**src/rtl/pueo_thresh_pkg.sv**
```systemverilog
// Shared default widths, types and reset constant for the PUEO beam threshold stage.
package pueo_thresh_pkg;
   localparam int ENV_BITS_DEF    = 18;
   localparam int THRESH_BITS_DEF = 18;

   typedef logic [ENV_BITS_DEF-1:0]    env_t;
   typedef logic [THRESH_BITS_DEF-1:0] thresh_t;

   localparam thresh_t THRESH_RESET = '1;
endpackage

```
**src/rtl/pueo_thresh_beam.sv**
```systemverilog
// One beam: serial shadow chain, active thresholds, two-stage compare and rate scalers.
// Trigger stretching is compiled in when PUEO_TRIG_STRETCH_EN is defined.
module pueo_thresh_beam
   import pueo_thresh_pkg::*;
#(
   parameter int NLEVELS      = 2,
   parameter int ENV_BITS     = ENV_BITS_DEF,
   parameter int THRESH_BITS  = THRESH_BITS_DEF,
   parameter int SCAL_BITS    = 16,
   parameter int TRIG_STRETCH = 4
) (
   input  logic                         clk_i,
   input  logic                         rst_i,
   input  logic [THRESH_BITS-1:0]       thresh_i,
   input  logic                         thresh_wr_i,
   input  logic                         thresh_update_i,
   input  logic [ENV_BITS-1:0]          envelope_i,
   input  logic                         scaler_latch_i,
   output logic [NLEVELS-1:0]           trigger_o,
   output logic [NLEVELS*SCAL_BITS-1:0] scaler_o
);
   localparam logic [THRESH_BITS-1:0] THR_ONES = '1;
   localparam logic [SCAL_BITS-1:0]   SCAL_MAX = '1;

   if (THRESH_BITS != ENV_BITS || TRIG_STRETCH < 1) begin : g_bad_params
      $error("pueo_thresh_beam: THRESH_BITS must equal ENV_BITS and TRIG_STRETCH must be >= 1");
   end

   function automatic logic [SCAL_BITS-1:0] sat_inc(input logic [SCAL_BITS-1:0] v);
      return (v == SCAL_MAX) ? v : v + SCAL_BITS'(1);
   endfunction

   logic [THRESH_BITS-1:0] shadow_q [NLEVELS];
   logic [THRESH_BITS-1:0] active_q [NLEVELS];
   logic [THRESH_BITS-1:0] thr_p1_q [NLEVELS];
   logic [ENV_BITS-1:0]    env_p1_q;
   logic [NLEVELS-1:0]     hit_d, hit_q, rise;
   logic [SCAL_BITS-1:0]   live_q   [NLEVELS];
   logic [SCAL_BITS-1:0]   latched_q[NLEVELS];

   // Update copies the pre-shift shadow when it coincides with a write.
   always_ff @(posedge clk_i or posedge rst_i) begin
      if (rst_i) begin
         for (int k = 0; k < NLEVELS; k++) begin
            shadow_q[k] <= THR_ONES;
            active_q[k] <= THR_ONES;
         end
      end else begin
         if (thresh_wr_i) begin
            shadow_q[0] <= thresh_i;
            for (int k = 1; k < NLEVELS; k++) shadow_q[k] <= shadow_q[k-1];
         end
         if (thresh_update_i) begin
            for (int k = 0; k < NLEVELS; k++) active_q[k] <= shadow_q[k];
         end
      end
   end

   // Stage 1: envelope and the thresholds in force at this edge.
   always_ff @(posedge clk_i or posedge rst_i) begin
      if (rst_i) begin
         env_p1_q <= '0;
         for (int k = 0; k < NLEVELS; k++) thr_p1_q[k] <= THR_ONES;
      end else begin
         env_p1_q <= envelope_i;
         for (int k = 0; k < NLEVELS; k++) thr_p1_q[k] <= active_q[k];
      end
   end

   always_comb begin
      hit_d = '0;
      for (int k = 0; k < NLEVELS; k++) hit_d[k] = (env_p1_q >= thr_p1_q[k]);
   end

   // Stage 2: registered hits; a rise is counted on the edge that raises hit_q.
   always_ff @(posedge clk_i or posedge rst_i) begin
      if (rst_i) hit_q <= '0;
      else       hit_q <= hit_d;
   end

   assign rise = hit_d & ~hit_q;

   always_ff @(posedge clk_i or posedge rst_i) begin
      if (rst_i) begin
         for (int k = 0; k < NLEVELS; k++) begin
            live_q[k]    <= '0;
            latched_q[k] <= '0;
         end
      end else begin
         for (int k = 0; k < NLEVELS; k++) begin
            if (scaler_latch_i) begin
               latched_q[k] <= live_q[k];
               live_q[k]    <= rise[k] ? SCAL_BITS'(1) : '0;
            end else if (rise[k]) begin
               live_q[k] <= sat_inc(live_q[k]);
            end
         end
      end
   end

   for (genvar k = 0; k < NLEVELS; k++) begin : g_pack
      assign scaler_o[k*SCAL_BITS +: SCAL_BITS] = latched_q[k];
   end

`ifdef PUEO_TRIG_STRETCH_EN
   localparam int               CNT_W      = $clog2(TRIG_STRETCH + 1);
   localparam logic [CNT_W-1:0] CNT_RELOAD = CNT_W'(TRIG_STRETCH - 1);

   logic [CNT_W-1:0] cnt_q [NLEVELS];

   always_ff @(posedge clk_i or posedge rst_i) begin
      if (rst_i) begin
         for (int k = 0; k < NLEVELS; k++) cnt_q[k] <= '0;
      end else begin
         for (int k = 0; k < NLEVELS; k++) begin
            if (hit_q[k])             cnt_q[k] <= CNT_RELOAD;
            else if (cnt_q[k] != '0)  cnt_q[k] <= cnt_q[k] - CNT_W'(1);
         end
      end
   end

   always_comb begin
      trigger_o = hit_q;
      for (int k = 0; k < NLEVELS; k++) begin
         if (cnt_q[k] != '0) trigger_o[k] = 1'b1;
      end
   end
`else
   assign trigger_o = hit_q;
`endif

endmodule

```
**src/rtl/pueo_beam_threshold_v3.sv**
```systemverilog
// NBEAMS x NLEVELS beam threshold stage with double-buffered thresholds and rate scalers.
// Optional trigger stretching is selected with the PUEO_TRIG_STRETCH_EN macro.
module pueo_beam_threshold_v3
   import pueo_thresh_pkg::*;
#(
   parameter int NBEAMS       = 2,
   parameter int NLEVELS      = 2,
   parameter int ENV_BITS     = ENV_BITS_DEF,
   parameter int THRESH_BITS  = THRESH_BITS_DEF,
   parameter int SCAL_BITS    = 16,
   parameter int TRIG_STRETCH = 4
) (
   input  logic                                clk_i,
   input  logic                                rst_i,
   input  logic [NBEAMS*THRESH_BITS-1:0]       thresh_i,
   input  logic [NBEAMS-1:0]                   thresh_wr_i,
   input  logic [NBEAMS-1:0]                   thresh_update_i,
   input  logic [NBEAMS*ENV_BITS-1:0]          envelope_i,
   output logic [NBEAMS*NLEVELS-1:0]           trigger_o,
   input  logic                                scaler_latch_i,
   output logic [NBEAMS*NLEVELS*SCAL_BITS-1:0] scaler_o,
   output logic                                scaler_valid_o
);
   logic scaler_valid_q;

   // Valid rides one edge behind the latch strobe, alongside the new scaler_o.
   always_ff @(posedge clk_i or posedge rst_i) begin
      if (rst_i) scaler_valid_q <= 1'b0;
      else       scaler_valid_q <= scaler_latch_i;
   end

   assign scaler_valid_o = scaler_valid_q;

   for (genvar b = 0; b < NBEAMS; b++) begin : g_beam
      pueo_thresh_beam #(
         .NLEVELS      (NLEVELS),
         .ENV_BITS     (ENV_BITS),
         .THRESH_BITS  (THRESH_BITS),
         .SCAL_BITS    (SCAL_BITS),
         .TRIG_STRETCH (TRIG_STRETCH)
      ) u_beam (
         .clk_i           (clk_i),
         .rst_i           (rst_i),
         .thresh_i        (thresh_i[b*THRESH_BITS +: THRESH_BITS]),
         .thresh_wr_i     (thresh_wr_i[b]),
         .thresh_update_i (thresh_update_i[b]),
         .envelope_i      (envelope_i[b*ENV_BITS +: ENV_BITS]),
         .scaler_latch_i  (scaler_latch_i),
         .trigger_o       (trigger_o[b*NLEVELS +: NLEVELS]),
         .scaler_o        (scaler_o[b*NLEVELS*SCAL_BITS +: NLEVELS*SCAL_BITS])
      );
   end

endmodule

```
**config.mk**
```make
export PLATFORM = sky130hd
export DESIGN_NAME = pueo_beam_threshold_v3
export DESIGN_NICKNAME = d
export VERILOG_FILES = /design/src/rtl/pueo_thresh_pkg.sv /design/src/rtl/pueo_thresh_beam.sv /design/src/rtl/pueo_beam_threshold_v3.sv
export SDC_FILE = /design/constraint.sdc
export NUM_CORES = 1
export LEC_CHECK = 0
export ABC_AREA = 1
export BUFFER_PORTS_ARGS = -buffer_cell sky130_fd_sc_hd__buf_2
export CAP_MARGIN = 20
export CORE_UTILIZATION = 30
export DETAILED_ROUTE_END_ITERATION = 12
export MAX_ROUTING_LAYER = met4
export SLEW_MARGIN = 20
export SYNTH_ARGS = -nofsm -noshare
export SYNTH_HDL_FRONTEND = slang
export SYNTH_SLANG_ARGS = --single-unit
```
**constraint.sdc**
```tcl
create_clock -name clk_i -period 11.93 [get_ports clk_i]
set_clock_uncertainty 0.05 [all_clocks]
set_input_delay 1.7895 -clock clk_i [delete_from_list [all_inputs] [get_ports clk_i]]
set_output_delay 1.7895 -clock clk_i [all_outputs]
set_load 0.02 [all_outputs]
```
* After elaboration in Yosys (flattened, before gate mapping)
Cells that the tools add are included.
** Operators by class
- $lt $le $gt $ge :: 4
- Reductions and logical operators :: 8
- Eq/ne operators :: 8
- $add $sub $neg :: 4
- Mux-type cells :: 16
- Bitwise gates (word level) :: 4
** Operator list (count)
- 16-bit 2-to-1 mux :: 12
- 18-bit greater-or-equal comparator :: 4
- 16-bit by 1-bit adder with 16-bit output (second input constant) :: 4
- 16-bit == test (second input constant) :: 4
- 2-bit inequality test (second input constant) :: 4
- 2-bit AND reduction :: 4
- 2-bit nonzero test :: 4
- 2-bit AND :: 2
- 1-bit 2-to-1 mux :: 4
- 2-bit inverter :: 2
** Storage, ports and cells
- Word-level logic and storage cells :: 69
- Register bits after elaboration :: 385
- Input port bits :: 79

* Logic depth before layout (Yosys ltp)
Gate-level depths: netlist of run 1.
- Depth after elaboration :: 4
- Gate-level depth with buffers :: 15
- Depth with buffers taken out :: 14

* Hierarchy
A second synthesis of run 1 with hierarchy kept.
** Unflattened totals
- Cell total of the unflattened synthesis :: 1878
- Area, all modules :: 17335.4 µm²
** Modules (own cells, without submodules)
- pueo_thresh_beam (g_beam[0].u_beam) :: instances 1, seq. area each 4939.7 µm², area an instance 8727.1 µm², cells an instance 942
- pueo_thresh_beam (g_beam[1].u_beam) :: instances 1, seq. area each 4939.7 µm², area an instance 8579.5 µm², cells an instance 934
- pueo_beam_threshold_v3 :: instances 1, seq. area each 25.0 µm², area an instance 28.8 µm², cells an instance 2

* Worst setup path after synthesis of run 1
No wires, ideal clock.
- Kind :: in2reg
- Start :: in thresh_update_i[0]
- End :: reg g_beam[0].u_beam.active_q[10] in the netlist's numbering
- Data arrival time :: 2810 ps
- Cell stages on the path :: 3
- Buffers on the path :: 2
- Setup slack :: 8988 ps
- Cells stage by stage :: clkbuf_1 -> clkbuf_1 -> mux2_2
** RTL lines
- start, declared :: line pueo_beam_threshold_v3.sv:17 : input logic [NBEAMS-1:0] thresh_update_i,
- end signal, assigned by index :: line pueo_thresh_beam.sv:46 : active_q[k] <= THR_ONES;
- end, declared :: line pueo_thresh_beam.sv:34 : logic [THRESH_BITS-1:0] active_q [NLEVELS];
No word-level cell between the ends.

* Worst setup path after layout of run 1
- Start :: in scaler_latch_i
- End :: reg g_beam[1].u_beam.live_q[13] in the netlist's numbering
** Between the ends
- Cells in the longest elaborated chain, start to end :: 2
** Ends and longest elaborated chain
- start, declared :: line pueo_beam_threshold_v3.sv:20 : input logic scaler_latch_i,
- 2-bit inequality test (no source line) or 2-bit nonzero test (tied branches)
- 2-bit AND reduction (no source line)
- end signal, assigned by index :: line pueo_thresh_beam.sv:93 : live_q[k] <= rise[k] ? SCAL_BITS'(1) : '0;
- end signal, assigned by index :: line pueo_thresh_beam.sv:95 : live_q[k] <= sat_inc(live_q[k]);
- end, declared :: line pueo_thresh_beam.sv:38 : logic [SCAL_BITS-1:0] live_q [NLEVELS];
Parallel ways exist; a longest one is shown, timed or not.
A chain may end at the register's enable or synchronous reset.

==> results of run 1 <==
[routing by layer]
layer	vias to the layer above	share of wire [%]	track usage (%)
met1	5685	47	17.0
met2	214	46	20.6
met3	73	3.8	2.48
met5	-	0	-
li1	5941	-	-
met4	0	3.2	5.39
[cell usage in the layout (no fill, tap or decap), types with 2 or more instances in the layout]
cell type and count:
dfstp_2 216, clkbuf_1 7, xor2_1 23, a21oi_1 100, nand2_2 5, o21ai_0 89, ha_1 76, dfrtp_1 169
nand2_4 5, mux2_2 35, a211oi_1 2, nor3_2 2, clkinvlp_4 3, nor3_1 20, nor2_2 5, nand4_1 11
nand2_1 436, buf_12 2, xnor2_1 5, nor3b_1 8, nor2_1 186, o2111ai_1 4, bufinv_16 2, clkinv_2 7
clkbuf_8 14, inv_1 202, a21o_1 4, buf_4 5, clkbuf_16 46, inv_6 2, clkinv_4 2, buf_2 147
nor2_4 5, nand3_1 96, nand3_2 6
[final cells by class]
class                           count  area share [%]
Sequential cell                   385            49.5
Timing Repair Buffer              154            4.07
Tap cell                          748            4.68
Clock inverter                     17           0.976
Antenna cell                        1          0.0125
Multi-Input combinational cell   1130            30.0
Clock buffer                       67            6.85
Inverter                          205            3.88
[worst paths after layout]
check	cells past startpoint	start	endpoint
max	6	scaler_latch_i	g_beam[1].u_beam.live_q[13]
min	0	g_beam[0].u_beam.active_q[16]	g_beam[0].u_beam.thr_p1_q[16]
max reg2reg	12	g_beam[0].u_beam.thr_p1_q[5]	g_beam[0].u_beam.live_q[2]
min reg2reg	0	g_beam[0].u_beam.active_q[16]	g_beam[0].u_beam.thr_p1_q[16]
max in group asynchronous	4	rst_i	g_beam[0].u_beam.scaler_o[31]
min in group asynchronous	3	rst_i	g_beam[1].u_beam.env_p1_q[8]
[worst max-delay path: stages]
cell	delay (ns)
buf_2	0.28
inv_4	0.58
buf_4	0.88
nand2_4	0.27
nand2_1	0.13
nand2_1	0.05
[sequential cells by signal, summed over array words and instances (netlist names)]
| register | count |
|---|---|
| g_beam.u_beam.active_q | 72 |
| g_beam.u_beam.env_p1_q | 36 |
| g_beam.u_beam.live_q | 64 |
| g_beam.u_beam.scaler_o | 64 |
| g_beam.u_beam.shadow_q | 72 |
| g_beam.u_beam.thr_p1_q | 72 |
| g_beam.u_beam.trigger_o | 4 |
| scaler_valid_o | 1 |
[cells by family after synthesis]
| group | count (synthesis) | share of synthesized area (%) |
|---|---|---|
| AOI/OAI and AO/OA | 200 | 6.06 |
| xor gates and xnor gates | 28 | 1.44 |
| adders and majority gates | 76 | 5.59 |
| buffers and inverters | 272 | 6.57 |
| DFF | 385 | 58.2 |
| muxes | 35 | 2.31 |
| and+or+nand+nor | 791 | 19.9 |
[cell usage after synthesis, drive strengths merged]
library cell,number
o21ai,89
nand4,12
dfstp,216
nor2,197
nand3b,1
buf,17
mux2,35
xor2,23
nand3,103
a21o,4
dfrtp,169
xnor2,5
nor3b,8
nor4,1
dlygate4sd1,2
nor3,23
ha,76
a211oi,2
inv,205
o2111ai,4
clkbuf,48
a31oi,1
nand2,446
a21oi,100
[power groups by stage]
stage / combinational [W] / clock, W / sequential (W)
3_5_place_dp: 0.000382 / 0 / 0.00159
4_1_cts: 0.000384 / 0.00145 / 0.00157
6_report: 0.000375 / 0.00140 / 0.00157
2_1_floorplan: 0.000262 / 0 / 0.00159
5_1_grt: 0.000433 / 0.00151 / 0.00159
3_3_place_gp: 0.000366 / 0 / 0.00159
[metrics by stage]
step | power (W) | hold WS (ns) | instances | area (µm²)
floorplan | 0.00185 | 0.302 | 1787 | 17000
global placement | 0.00195 | 0.305 | 2622 | 18400
detailed placement | 0.00198 | 0.305 | 2622 | 18400
CTS | 0.00341 | 0.312 | 2706 | 20000
global route | 0.00353 | 0.318 | 2707 | 20000
finish | 0.00335 | 0.312 | 2707 | 20000
==> results.cfg, run 1 <==
[critical_path]
critical_path_class = in -> reg
r2r_slack_ns = 9.18
cp-end-kind = flop
crit_arrival_ns = 4.05
crit_fanout = 101
crit_required_ns = 12.33
cp-start-kind = input port

[clock_tree]
ctsLongestPathBuffers = 3
post_cts.repair.setup_buffers = 0
cts_made_buffers = 45
clock-sinks = 385
hold_buffers = 0
clk_latency_ns = 0.58
clkTransAtPathRegs_ns = 0.06
cts_resized = 0
cts-root-buf = clkbuf_16
htreeDepth = 2
cts_tree = built

[power_and_ir_drop]
max-vdd-ir-drop_mv = 0.116
power_leakage_nw = 9.64
clockPowerShare_pct = 41.9
power_switching_share_pct = 26.1
switchingPower_w = 0.000874
p_comb_share_pct = 11.2
internal_power_w = 0.00248
seq_power_share_pct = 46.9
p_per_area_nw_per_um2 = 168

[drt]
vias = 11900
drt_iter0_drc = 556
totalWireLength_um = 36100
wl_per_cell_um = 13.3
dr.pass1.iters = 5
vias_per_cell = 4.40
drcViolationCount = 0
antenna_left = 0

[global_routing]
grt_max_degree = 167
grt_overflow = 0
antenna_found_initial = 1
grt_usage_pct = 13.2
grt_pass1_vias = 11900
grt_pass1_wl_um = 60300

[floorplanning]
fp.dieW_um = 240
rows = 86
die_h_um = 240
dieArea_um2 = 57700
io_pins = 148
design.core.area_um2 = 55600
initial_core_util_pct = 30.6

[layout]
drive_gt1_share_pct = 26.4
nets = 2076
multi_input_area_um2 = 6000
fill_cells = 5556
ff_latch_area_um2 = 9900
syn2layout_area_growth_pct = 17.5
utilization_pct = 35.9

[run_status]
outcome = complete, no violations

[synthesis]
syn_avg_cell_area_um2 = 9.53
synth-seq-cells = 385
seq_area_frac_synth_pct = 58.2
ys_types = 39
synth_nets = 1942
yosysTopAreaCell = dfstp_2
synth.top_cell.area_share_pct = 33.3
syn_inst = 1787
synth.area.top_cells = dfstp_2 33%, dfrtp_1 25%, nand2_1 9.6%
synth_warnings = 0
syn_area_um2 = 17000

[sta]
rsz0062_at_grt = false
min_period_over_period_pct = 30.6
max_freq_mhz = 274
setup_viol = 0
tns_ns = 0
worstMarginPinSlew_ns = 1.05
finalHoldViolCount = 0
drv_slew = 0
setup_ws_ns = 8.28
max_slew_margin_pct = 29.8
layout_min_cycle_time_ns = 3.65

[place]
gp_congestion = 0.835
hpwl_um = 24400
dp_slack_ns = 7.70
io_buffers = 147

[hold_path]
hold_path_class = reg -> reg

[run]
drv_cap = 0
No activity file was read; power rests on OpenSTA's default activity.
==> run 2, diff against run 1 <==
--- a/config.mk
+++ b/config.mk
@@ -5,7 +5,7 @@
 export SDC_FILE = /design/constraint.sdc
 export NUM_CORES = 1
 export LEC_CHECK = 0
-export ABC_AREA = 1
+export ABC_AREA = 0
 export BUFFER_PORTS_ARGS = -buffer_cell sky130_fd_sc_hd__buf_2
 export CAP_MARGIN = 20
 export CORE_UTILIZATION = 30
==> constraint.sdc (replaced) <==
create_clock -name clk_i -period 3.67 [get_ports clk_i]
set_clock_uncertainty 0.05 [all_clocks]
set_input_delay 0.5505 -clock clk_i [delete_from_list [all_inputs] [get_ports clk_i]]
set_output_delay 0.5505 -clock clk_i [all_outputs]
set_load 0.02 [all_outputs]
==> run 2 against run 1 <==
  * Count of clock-buffer cells in the layout fell by 5
  * Critical path depth increased by 4
  * Sequential share of layout area increased by 1.8 points
  * Hold slack got worse by 0.26 ns
  * Global-route usage shrank 0.99 points
  * Combinational power grew to 3.4 times the previous value
  * Flip-flop and latch count is the same
  * Non-clock buffer count is 31 higher
  * Register-to-register slack got worse by 8.5 ns
  * Clock power rose to 3.1 times the previous value
  * Critical endpoint is now g_beam[0].u_beam.live_q[9]
==> results.cfg, run 2 <==
[run_status]
outcome = complete, no violations

[sta]
setup_viol = 0
finalHoldViolCount = 0
drv_slew = 0
layout_min_cycle_time_ns = 3.01
min_period_over_period_pct = 81.9
max_slew_margin_pct = 30.5
max_freq_mhz = 333
worstMarginPinSlew_ns = 1.04
rsz0062_at_grt = false

[layout]
diodes = 0
instances_no_fill = 2084
reg_top3 = g_beam.u_beam.active_q: 72 flops, g_beam.u_beam.shadow_q: 72 flops, g_beam.u_beam.thr_p1_q: 72 flops
ff_latch_area_um2 = 9900
fill_cells = 5050
nets = 1518
final_cell_mix = 216 x dfstp_2, 211 x mux2_2, 169 x dfrtp_1
multi_input_area_um2 = 5590
syn2layout_area_growth_pct = 20.8
drive_gt1_share_pct = 47.6
mostFrequentLayoutCell = dfstp_2

[place]
hpwl_um = 21400
io_buffers = 147
gp_congestion = 0.839
dp.cells = 1982

[synthesis]
yosysMostFrequentCell = dfstp_2
synth.area.top_cells = dfstp_2 36%, dfrtp_1 26%, mux2_2 15%
ys_top_cells_by_count = 216 x dfstp_2, 211 x mux2_2, 169 x dfrtp_1
synth_edf_count = 0
synth_nets = 1329
synth.top_cell.area_share_pct = 35.5
seq_area_frac_synth_pct = 62.0
synth-seq-cells = 385
syn_avg_cell_area_um2 = 13.6
async_flop_share_pct = 100
synth_warnings = 0
syn_inst = 1174
yosysTopAreaCell = dfstp_2
syn_area_um2 = 16000
ys_dominant_reg_cell = dfstp_2
ys_types = 53

[global_routing]
grt_pass1_wl_um = 51500
grt_pass1_vias = 9733
grt_max_degree = 87
grt_usage_pct = 12.2
grt_overflow = 0
antenna_found_initial = 0

[critical_path]
crit_arrival_ns = 3.40
crit_fanout = 24
path_buf_inv = 2
critical_path_class = reg -> reg
worstPathCellList = inv_1 > ha_1 > a21o_1 > a221o_1 > a221oi_1 > nor3_1 > nor2_2 > buf_4 > nor4_1 > mux2_2
cpMaxStageDelayCell = a221oi_1
cp-end-kind = flop
crit_required_ns = 4.06
critPathMaxStageDelay_ns = 0.60
crit_family = compound AO/OA/AOI/OAI gates
cp-start-kind = flop

[drt]
wl_per_cell_um = 15.1
dr.pass1.iters = 5
drcViolationCount = 0
vias = 9525
vias_per_cell = 4.57
totalWireLength_um = 31400
drt_iter0_drc = 396
antenna_left = 0

[clock_tree]
ctsLongestPathBuffers = 3
post_cts.repair.setup_buffers = 0
cts_tree = built
clk_latency_ns = 0.58
clock-sinks = 385
cts-root-buf = clkbuf_16
cts_made_buffers = 43
htreeDepth = 2
clkTransAtPathRegs_ns = 0.06

[floorplanning]
die_h_um = 233
rows = 84
fp.dieW_um = 233
io_pins = 148
dieArea_um2 = 54200
design.core.area_um2 = 52600
initial_core_util_pct = 30.4

[hold_path]
hold_path_class = in -> reg

[power_and_ir_drop]
power.total_w = 0.0109
max-vdd-ir-drop_mv = 0.459
power_leakage_nw = 8.61
p_per_area_nw_per_um2 = 565

[run]
drv_cap = 0
==> run 2: cell types whose count changed in the layout (fill, tap and decap cells not counted), moves of 11 or more <==
cell	previous run	this run
a21oi_1	100	45
dlygate4sd3_1	0	24
inv_1	202	82
mux2_2	35	211
nand2_1	436	34
nand3_1	96	32
nand4_1	11	27
nor2_1	186	47
o21ai_0	89	25
or3_1	0	14
or4_1	0	12
xor2_1	23	12
==> run 2: path summary, 6_finish.rpt <==
| path | startpoint | endpoint | slack (ns) | depth (start not counted) |
|---|---|---|---|---|
| min reg2reg | g_beam[1].u_beam.active_q[33] | g_beam[1].u_beam.thr_p1_q[33] | 0.30 | 0 |
| min | envelope_i[24] | g_beam[1].u_beam.env_p1_q[6] | 0.05 | 1 |
| max reg2reg | g_beam[0].u_beam.thr_p1_q[11] | g_beam[0].u_beam.live_q[9] | 0.66 | 10 |
| min in group asynchronous | rst_i | g_beam[1].u_beam.trigger_o[1] | 0.09 | 2 |
| max | g_beam[0].u_beam.thr_p1_q[11] | g_beam[0].u_beam.live_q[9] | 0.66 | 10 |
| max in group asynchronous | rst_i | g_beam[0].u_beam.live_q[6] | 2.57 | 3 |
==> run 2: power breakdown <==
| part | leakage, nW | internal [W] | switching [W] |
|---|---|---|---|
| combinational | 3.37 | 0.000577 | 0.000679 |
| clock | 0.708 | 0.00261 | 0.00178 |
| sequential | 4.52 | 0.00499 | 0.000265 |
| total | 8.61 | 0.00817 | 0.00272 |
==> run 2: cell type report <==
class	count	area share, %
inverters	83	1.63
clock buffers	62	6.47
repair buffers	185	5.94
flip-flops and latches	385	51.3
clock inverters	16	1.19
well taps	688	4.46
multi-input cells	665	29.0
==> run 2: cells by family (layout without fill, tap and decap cells) <==
logic type | count (synthesis) | count (layout) | share of synthesized area, %
adders and majority gates | 76 | 76 | 5.95
DFF | 385 | 385 | 62.0
and+or+nand+nor | 234 | 234 | 7.93
AOI/OAI and AO/OA | 116 | 116 | 4.65
xor gates and xnor gates | 25 | 25 | 1.37
buffers and inverters | 124 | 346 | 3.02
muxes | 214 | 214 | 15.1
==> run 2: layer usage <==
metal	vias to the layer above	wire length (µm)	GRT usage, %	share of wire [%]
met4	0	832	4.31	2.7
li1	4534	-	-	-
met1	4771	14200	15.6	45
met5	-	0	-	0
met3	61	1560	3.13	5.0
met2	159	14800	18.9	47
==> run 2: repair_timing <==
item / 4_1_cts / 5_1_grt
hold buffers: 24 / 0
resized for setup: 0 / 0
endpoints found under the hold margin: 24 / 0
==> run 2: worst register-to-register path: stages, from the launching register on <==
cell      delay, ns
dfstp_2        0.51
inv_1          0.03
ha_1           0.29
a21o_1         0.17
a221o_1        0.32
a221oi_1       0.60
nor3_1         0.15
nor2_2         0.13
buf_4          0.25
nor4_1         0.09
mux2_2         0.28
==> run 2: per-stage QoR <==
| step | worst slack (ns) | utilization [%] | instance area [µm²] | TNS [ns] | hold WS (ns) |
|---|---|---|---|---|---|
| after floorplan | -1.93 | - | 16000 | -447.56 | 0.302 |
| after global placement | 0.772 | 33.4 | 17600 | 0 | 0.305 |
| after detailed placement | 0.662 | 33.4 | 17600 | 0 | 0.306 |
| after CTS | 0.672 | 36.7 | 19300 | 0 | 0.00201 |
| after global routing | 0.529 | 36.7 | 19300 | 0 | 0.00622 |
| final | 0.663 | 36.7 | 19300 | 0 | 0.0472 |
